### src/rtl/led_mode_scheduler.sv
// Debounced button steps OFF/SLOW/FAST/CHASE; LED bank blinks or chases on a wrapping period counter.
// Latency: key_n edge to press is 2+DEBOUNCE_CYC cycles, LED/mode one cycle later; no backpressure.
module led_mode_scheduler #(
    parameter int N_LED        = 8,
    parameter int DEBOUNCE_CYC = 1_000_000,
    parameter int SLOW_HALF    = 25_000_000,
    parameter int FAST_HALF    = 6_250_000
) (
    input  logic             FPGA_CLK1_50,
    input  logic             rst,
    input  logic             key_n,
    output logic [N_LED-1:0] LED,
    output logic [1:0]       mode,
    output logic             tick
);

    typedef enum logic [1:0] {
        M_OFF   = 2'd0,
        M_SLOW  = 2'd1,
        M_FAST  = 2'd2,
        M_CHASE = 2'd3
    } mode_t;

    localparam int               DB_W      = (DEBOUNCE_CYC > 1) ? $clog2(DEBOUNCE_CYC) : 1;
    localparam logic [DB_W-1:0]  DB_LAST   = DB_W'(DEBOUNCE_CYC - 1);
    localparam logic [31:0]      SLOW_LAST = 32'(SLOW_HALF - 1);
    localparam logic [31:0]      FAST_LAST = 32'(FAST_HALF - 1);
    localparam logic [N_LED-1:0] PTR_INIT  = N_LED'(1);

    logic            sync1, sync2;
    logic            key_stable;
    logic [DB_W-1:0] db_cnt;
    logic            press;

    always_ff @(posedge FPGA_CLK1_50) begin
        if (rst) begin
            sync1      <= 1'b1;
            sync2      <= 1'b1;
            key_stable <= 1'b1;
            db_cnt     <= '0;
            press      <= 1'b0;
        end else begin
            sync1 <= key_n;
            sync2 <= sync1;
            press <= 1'b0;
            if (sync2 != key_stable) begin
                if (db_cnt == DB_LAST) begin
                    key_stable <= sync2;
                    db_cnt     <= '0;
                    // only the 1->0 transition of the stable key is a press
                    press      <= key_stable;
                end else begin
                    db_cnt <= db_cnt + 1'b1;
                end
            end else begin
                db_cnt <= '0;
            end
        end
    end

    mode_t            mode_q, mode_d;
    logic [31:0]      cnt_q, cnt_d;
    logic             phase_q, phase_d;
    logic [N_LED-1:0] ptr_q, ptr_d;
    logic [N_LED-1:0] led_q, led_d;
    logic [1:0]       mode_inc;
    logic [31:0]      half_last;
    logic             at_wrap;
    logic             tick_c;

    always_ff @(posedge FPGA_CLK1_50) begin
        if (rst) begin
            mode_q  <= M_OFF;
            cnt_q   <= '0;
            phase_q <= 1'b0;
            ptr_q   <= PTR_INIT;
            led_q   <= '0;
        end else begin
            mode_q  <= mode_d;
            cnt_q   <= cnt_d;
            phase_q <= phase_d;
            ptr_q   <= ptr_d;
            led_q   <= led_d;
        end
    end

    always_comb begin
        mode_d    = mode_q;
        cnt_d     = cnt_q;
        phase_d   = phase_q;
        ptr_d     = ptr_q;
        led_d     = '0;
        tick_c    = 1'b0;
        mode_inc  = mode_q + 2'd1;
        half_last = (mode_q == M_FAST) ? FAST_LAST : SLOW_LAST;
        at_wrap   = (cnt_q == half_last);

        if (mode_q != M_OFF) begin
            tick_c = at_wrap;
        end

        // a press overrides a coinciding wrap: the new mode starts from a clean phase
        if (press) begin
            mode_d  = mode_t'(mode_inc);
            cnt_d   = '0;
            phase_d = 1'b1;
            ptr_d   = PTR_INIT;
        end else if (mode_q == M_OFF) begin
            cnt_d = '0;
        end else if (at_wrap) begin
            cnt_d   = '0;
            phase_d = ~phase_q;
            ptr_d   = {ptr_q[N_LED-2:0], ptr_q[N_LED-1]};
        end else begin
            cnt_d = cnt_q + 32'd1;
        end

        case (mode_d)
            M_OFF:   led_d = '0;
            M_CHASE: led_d = ptr_d;
            default: led_d = {N_LED{phase_d}};
        endcase
    end

    assign LED  = led_q;
    assign mode = mode_q;
    assign tick = tick_c;

endmodule

### config.mk
export PLATFORM = sky130hd
export DESIGN_NAME = led_mode_scheduler
export DESIGN_NICKNAME = d
export VERILOG_FILES = /design/src/rtl/led_mode_scheduler.sv
export SDC_FILE = /design/constraint.sdc
export NUM_CORES = 1
export LEC_CHECK = 0
export ABC_AREA = 1
export CAP_MARGIN = 20
export CELL_PAD_IN_SITES_DETAIL_PLACEMENT = 1
export CELL_PAD_IN_SITES_GLOBAL_PLACEMENT = 1
export CORE_MARGIN = 2
export CORE_UTILIZATION = 48
export CTS_CLUSTER_SIZE = 30
export DETAILED_ROUTE_END_ITERATION = 12
export PLACE_DENSITY_LB_ADDON = 0.1
export SYNTH_ARGS = -nofsm -noshare
export SYNTH_HDL_FRONTEND = slang
export SYNTH_SLANG_ARGS = --single-unit
### constraint.sdc
create_clock -name FPGA_CLK1_50 -period 4.9 [get_ports FPGA_CLK1_50]
set_input_delay 1.47 -clock FPGA_CLK1_50 [delete_from_list [all_inputs] [get_ports FPGA_CLK1_50]]
set_output_delay 1.47 -clock FPGA_CLK1_50 [all_outputs]
set_load 0.01 [all_outputs]
==> impl_metrics.ini, run 1 <==
[run_status]
status = finished, final reports clean

[final_layout]
nFillCells = 1035
final_common_cell = nand2_1
multiInputGateArea_mm2 = 0.00196
antenna_cells = 0
syn2layout_area_growth_pct = 10.1
nets = 562
seq_area_mm2 = 0.00150
layout_common_cells = nand2_1, dfxtp_1, inv_1
drive_gt1_frac = 0.0859
final_cells = 661

[power_and_ir_drop]
powerDensity_mw_per_mm2 = 262
ir_worst_vdd_mv = 0.123
power_leakage_nw = 1.55
power_mw = 1.10

[detailed_routing]
routed_wirelength_mm = 9.37
wl_per_cell_um = 14.2
final_antenna_net_count = 0
dr_total_vias = 3460
drc = 0
firstDrtPassIters = 4
drtIter0Drc = 66
viasPerCell = 5.23

[logic_synthesis]
synth-main-ff-cell = dfxtp_1
ys_seq_area_frac = 0.394
netlist_area_mm2 = 0.00381
synthCells = 539
synth_edf_count = 0
syn_avg_cell_area_um2 = 7.07
synthArstFlopShare = 0
synth_warnings = 0
ys_ff_latch = 75
ys_types = 35
syn_nets = 547

[cts]
post-cts-setup-buffer-count = 0
cts_buffers = 9
cts_buffer_depth = 2
clkTransAtPathRegs_ns = 0.08
hold_buffers = 0
ctsResizeCount = 0
clock-sinks = 75
h-tree-depth = 3
root_buffer = clkbuf_8
worst_skew_pair.late_latency_ns = 0.36
cts_tree = done

[global_routing]
grt_max_degree = 33
antenna_found_initial = 0
grtUsageTotal = 0.237
gr-total-overflow = 0
grt_pass1_wl_mm = 16.2
grt_pass1_vias = 3582

[critical_path]
worstPathRequired_ns = 3.43
crit_path_end_kind = output pin
reg2reg_from = cnt_q[0]$_SDFF_PP0_
slowest_delay_ns = 0.52
critPathSlowestCell = clkdlybuf4s50_1
worstSetupPathType = reg2out
crit_start = cnt_q[0]$_SDFF_PP0_
worst-path-max-fanout = 11
crit_chain = ha_1 > nand3_2 > nor2_1 > nand2_1 > nor2_4 > nand3_4 > inv_1 > clkdlybuf4s50_1
crit_path_start_kind = register
crit_arrival_ns = 2.51

[floorplan]
die_h_um = 93.1
initial_utilization = 0.493
core_mm2 = 0.00773
die_x_um = 93.1
num_rows = 32
num_io_pins = 14
die_area_mm2 = 0.00867

[job]
drv_cap = 0

[min_path]
worstHoldStart = sync1$_SDFF_PP1_
hp-class = reg2reg

[placed_design]
gp_congestion = 0.873
pre_cts_slack_ns = 1.30
place.detailed.hpwl_mm = 7.06
io_buffers = 13
place_inst = 645

[sta]
hold_viol = 0
max_freq_mhz = 251
rsz0062_at_grt = no
final-max-slew-violation-count = 0
worst_slew_pin_slew_ns = 0.955
fin_crit_ns = 3.98
slew_headroom = 0.361
clock-skew-final_ns = 0.00792
fin_setup_tns_ns = 0
finalCritPeriodShare = 0.813
setup_violations = 0
layout_setup_ws_ns = 0.916
whs_ns = 0.440
power by group:
part	total, mW	switching, mW	internal (mW)	leakage [nW]
Clock	0.482	0.233	0.249	0.0926
Sequential	0.611	0.000670	0.610	0.604
Combinational	0.00819	0.00579	0.00240	0.857
logic make-up (layout without fill, tap and decap cells):
kind of cell    count (synthesis)  in the layout  synth area share
buf+inv                        85            105            0.0929
flops                          75             75             0.394
fa+ha+maj                       5              5            0.0164
compound gates                 37             37            0.0496
simple gates                  324            324             0.417
xor+xnor                       13             13            0.0299
cells in the mapped netlist (5+ instances only):
cell type / n / area share
and3_1: 8 / 0.013
or2_0: 5 / 0.0082
dfxtp_1: 75 / 0.39
a21oi_1: 30 / 0.039
nand3_1: 14 / 0.018
or2_2: 9 / 0.015
nor2_1: 72 / 0.071
nor3_2: 5 / 0.013
inv_1: 75 / 0.074
xor2_1: 9 / 0.021
nor3_1: 15 / 0.020
nand4_1: 30 / 0.049
ha_1: 5 / 0.016
nand2_1: 134 / 0.13
worst max-delay path: cells and delay by family (launching register included):
family	cells	cell delay (ns)
simple gates	5	0.87
buf+inv	2	0.61
fa+ha+maj	1	0.26
flops	1	0.42
cell type report:
class,count,area share
inverters,76,0.0680
repair buffers,13,0.0310
well taps,102,0.0304
clock inverters,4,0.0119
multi-input cells,379,0.466
flip-flops and latches,75,0.358
clock buffers,12,0.0346
routing by layer:
metal  vias up  share of wire  GRT usage  routed length (um)
met5         -              0          0                   0
met1      1647           0.46      0.288                4310
met4         0          0.020      0.104                 191
met2        36           0.50      0.414                4680
li1       1760              -          -                   -
met3        17          0.021     0.0346                 196
per-stage QoR:
| step | cell area [um2] | utilization |
|---|---|---|
| finish | 4200 | 0.543 |
| global route | 4200 | 0.543 |
| CTS | 4200 | 0.543 |
| detailed placement | 4000 | 0.518 |
| global placement | 4000 | 0.518 |
| floorplan | 3810 | - |
worst paths after layout:
check,slack (ns),depth (start not counted),to
max,0.92,8,tick
min,0.44,1,sync2$_SDFF_PP1_
max reg2reg,2.82,10,LED[2]$_SDFF_PP0_
min reg2reg,0.44,1,sync2$_SDFF_PP1_
state kept, by name, summed over array words and instances (netlist names):
| register | flops |
|---|---|
| cnt_q | 32 |
| db_cnt | 20 |
| LED | 8 |
| ptr_q | 8 |
| mode | 2 |
| key_stable | 1 |
| phase_q | 1 |
| press | 1 |
| sync1 | 1 |
| sync2 | 1 |
(Power assumes the default switching activity.)
==> run 2: changes to the inputs <==
--- a/config.mk
+++ b/config.mk
@@ -10,7 +10,7 @@
 export CELL_PAD_IN_SITES_DETAIL_PLACEMENT = 1
 export CELL_PAD_IN_SITES_GLOBAL_PLACEMENT = 1
 export CORE_MARGIN = 2
-export CORE_UTILIZATION = 48
+export CORE_UTILIZATION = 44
 export CTS_CLUSTER_SIZE = 30
 export DETAILED_ROUTE_END_ITERATION = 12
 export PLACE_DENSITY_LB_ADDON = 0.1
==> constraint.sdc (replaced) <==
create_clock -name FPGA_CLK1_50 -period 4.1 [get_ports FPGA_CLK1_50]
set_input_delay 1.23 -clock FPGA_CLK1_50 [delete_from_list [all_inputs] [get_ports FPGA_CLK1_50]]
set_output_delay 1.23 -clock FPGA_CLK1_50 [all_outputs]
set_load 0.01 [all_outputs]
==> run 2 against run 1 <==
Net effect: cell area up 0.78%; final cell count up 0.61%; hold slack worse by 0.029 ns.
==> impl_metrics.ini, run 2 (synthesized netlist as in run 1, its figures left out) <==
[placed_design]
place.detailed.hpwl_mm = 6.98
gp_congestion = 0.836
io_buffers = 13

[final_layout]
layout_common_cells = nand2_1, dfxtp_1, inv_1
antenna_cells = 0
final_common_cell = nand2_1
nets = 563
drive_gt1_frac = 0.0893
largest_reg_flops = 32
top_register = cnt_q
top_regs = cnt_q: 32 flops, db_cnt: 20 flops
syn2layout_area_growth_pct = 10.9

[global_routing]
grtUsageTotal = 0.209
grt_max_degree = 33
grt_pass1_vias = 3552
grt_pass1_wl_mm = 16.3
antenna_found_initial = 0
gr-total-overflow = 0

[cts]
clkTransAtPathRegs_ns = 0.09
ctsResizeCount = 0
cts_buffers = 9
clock-sinks = 75
post-cts-setup-buffer-count = 0
hold_buffers = 0
root_buffer = clkbuf_8
h-tree-depth = 3
worst_skew_pair.late_latency_ns = 0.36
cts_tree = done
cts_buffer_depth = 2

[min_path]
hp-class = reg2reg

[sta]
clock-skew-final_ns = 0.0153
worst_slew_pin_slew_ns = 0.707
fin_crit_ns = 3.71
slew_headroom = 0.527
final-max-slew-violation-count = 0
hold_viol = 0
max_freq_mhz = 270
fin_setup_tns_ns = 0
finalCritPeriodShare = 0.904
rsz0062_at_grt = no
setup_violations = 0

[critical_path]
crit_path_end_kind = output pin
worstPathRequired_ns = 2.87
crit_arrival_ns = 2.48
worst-path-max-fanout = 11
worstSetupPathType = reg2out
crit_path_start_kind = register

[power_and_ir_drop]
power_mw = 1.38
ir_worst_vdd_mv = 0.198
power_leakage_nw = 1.57
powerDensity_mw_per_mm2 = 326

[detailed_routing]
wl_per_cell_um = 13.9
drtIter0Drc = 83
viasPerCell = 5.13
routed_wirelength_mm = 9.23
final_antenna_net_count = 0
dr_total_vias = 3414
drc = 0
firstDrtPassIters = 4

[floorplan]
initial_utilization = 0.459
core_mm2 = 0.00830
num_io_pins = 14
num_rows = 33
die_x_um = 97.1
die_area_mm2 = 0.00942
die_h_um = 97.1

[run_status]
status = finished, final reports clean

[job]
drv_cap = 0
-- run 2: cell types whose count changed in the layout (fill, tap and decap cells not counted), sizes merged --
cell,delta
inv,+1
clkbuf,-2
bufinv,+1
buf,+1
-- run 2: worst paths after layout --
kind	startpoint	endpoint	slack, ns	cells after the start
hold reg to reg	sync1$_SDFF_PP1_	sync2$_SDFF_PP1_	0.41	1
setup / recovery	cnt_q[0]$_SDFF_PP0_	tick	0.39	8
setup reg to reg	cnt_q[0]$_SDFF_PP0_	LED[4]$_SDFF_PP0_	2.04	10
hold / removal	sync1$_SDFF_PP1_	sync2$_SDFF_PP1_	0.41	1
-- run 2: stage by stage --
stage	hold slack, ns	worst slack [ns]	util	area, um2	cells
2_1_floorplan	0.389	1.63	-	3810	539
3_3_place_gp	0.404	0.821	0.483	4010	649
3_5_place_dp	0.398	0.785	0.483	4010	649
4_1_cts	0.415	0.377	0.509	4230	665
5_1_grt	0.437	0.127	0.509	4230	665
6_report	0.411	0.394	0.509	4230	665
-- run 2: final cells by class --
type	instances	area [um2]
Sequential cell	75	1500
Multi-Input combinational cell	379	1960
Clock buffer	10	128
Fill cell	1091	4070
Inverter	76	285
Timing Repair Buffer	14	138
Tap cell	105	131
Clock inverter	6	88.8
-- run 2: power breakdown --
group	switching, mW	total (mW)	internal (mW)
registers	0.000814	0.730	0.729
logic	0.00709	0.0106	0.00349
clock network	0.292	0.636	0.344
total	0.300	1.38	1.08
-- run 2: metal layers --
metal	global-route usage	share of wire
met4	0.0693	0.0087
met5	0	0
met1	0.265	0.47
met3	0.0302	0.029
met2	0.364	0.49
-- run 2: critical path, stage by stage, from the launching register on --
cell and delay (ns):
dfxtp_1 0.40, ha_1 0.23, nand3_2 0.16, nor2_1 0.14
nand2_1 0.09, nor2_4 0.29, nand3_4 0.19, inv_1 0.09
clkdlybuf4s50_1 0.53
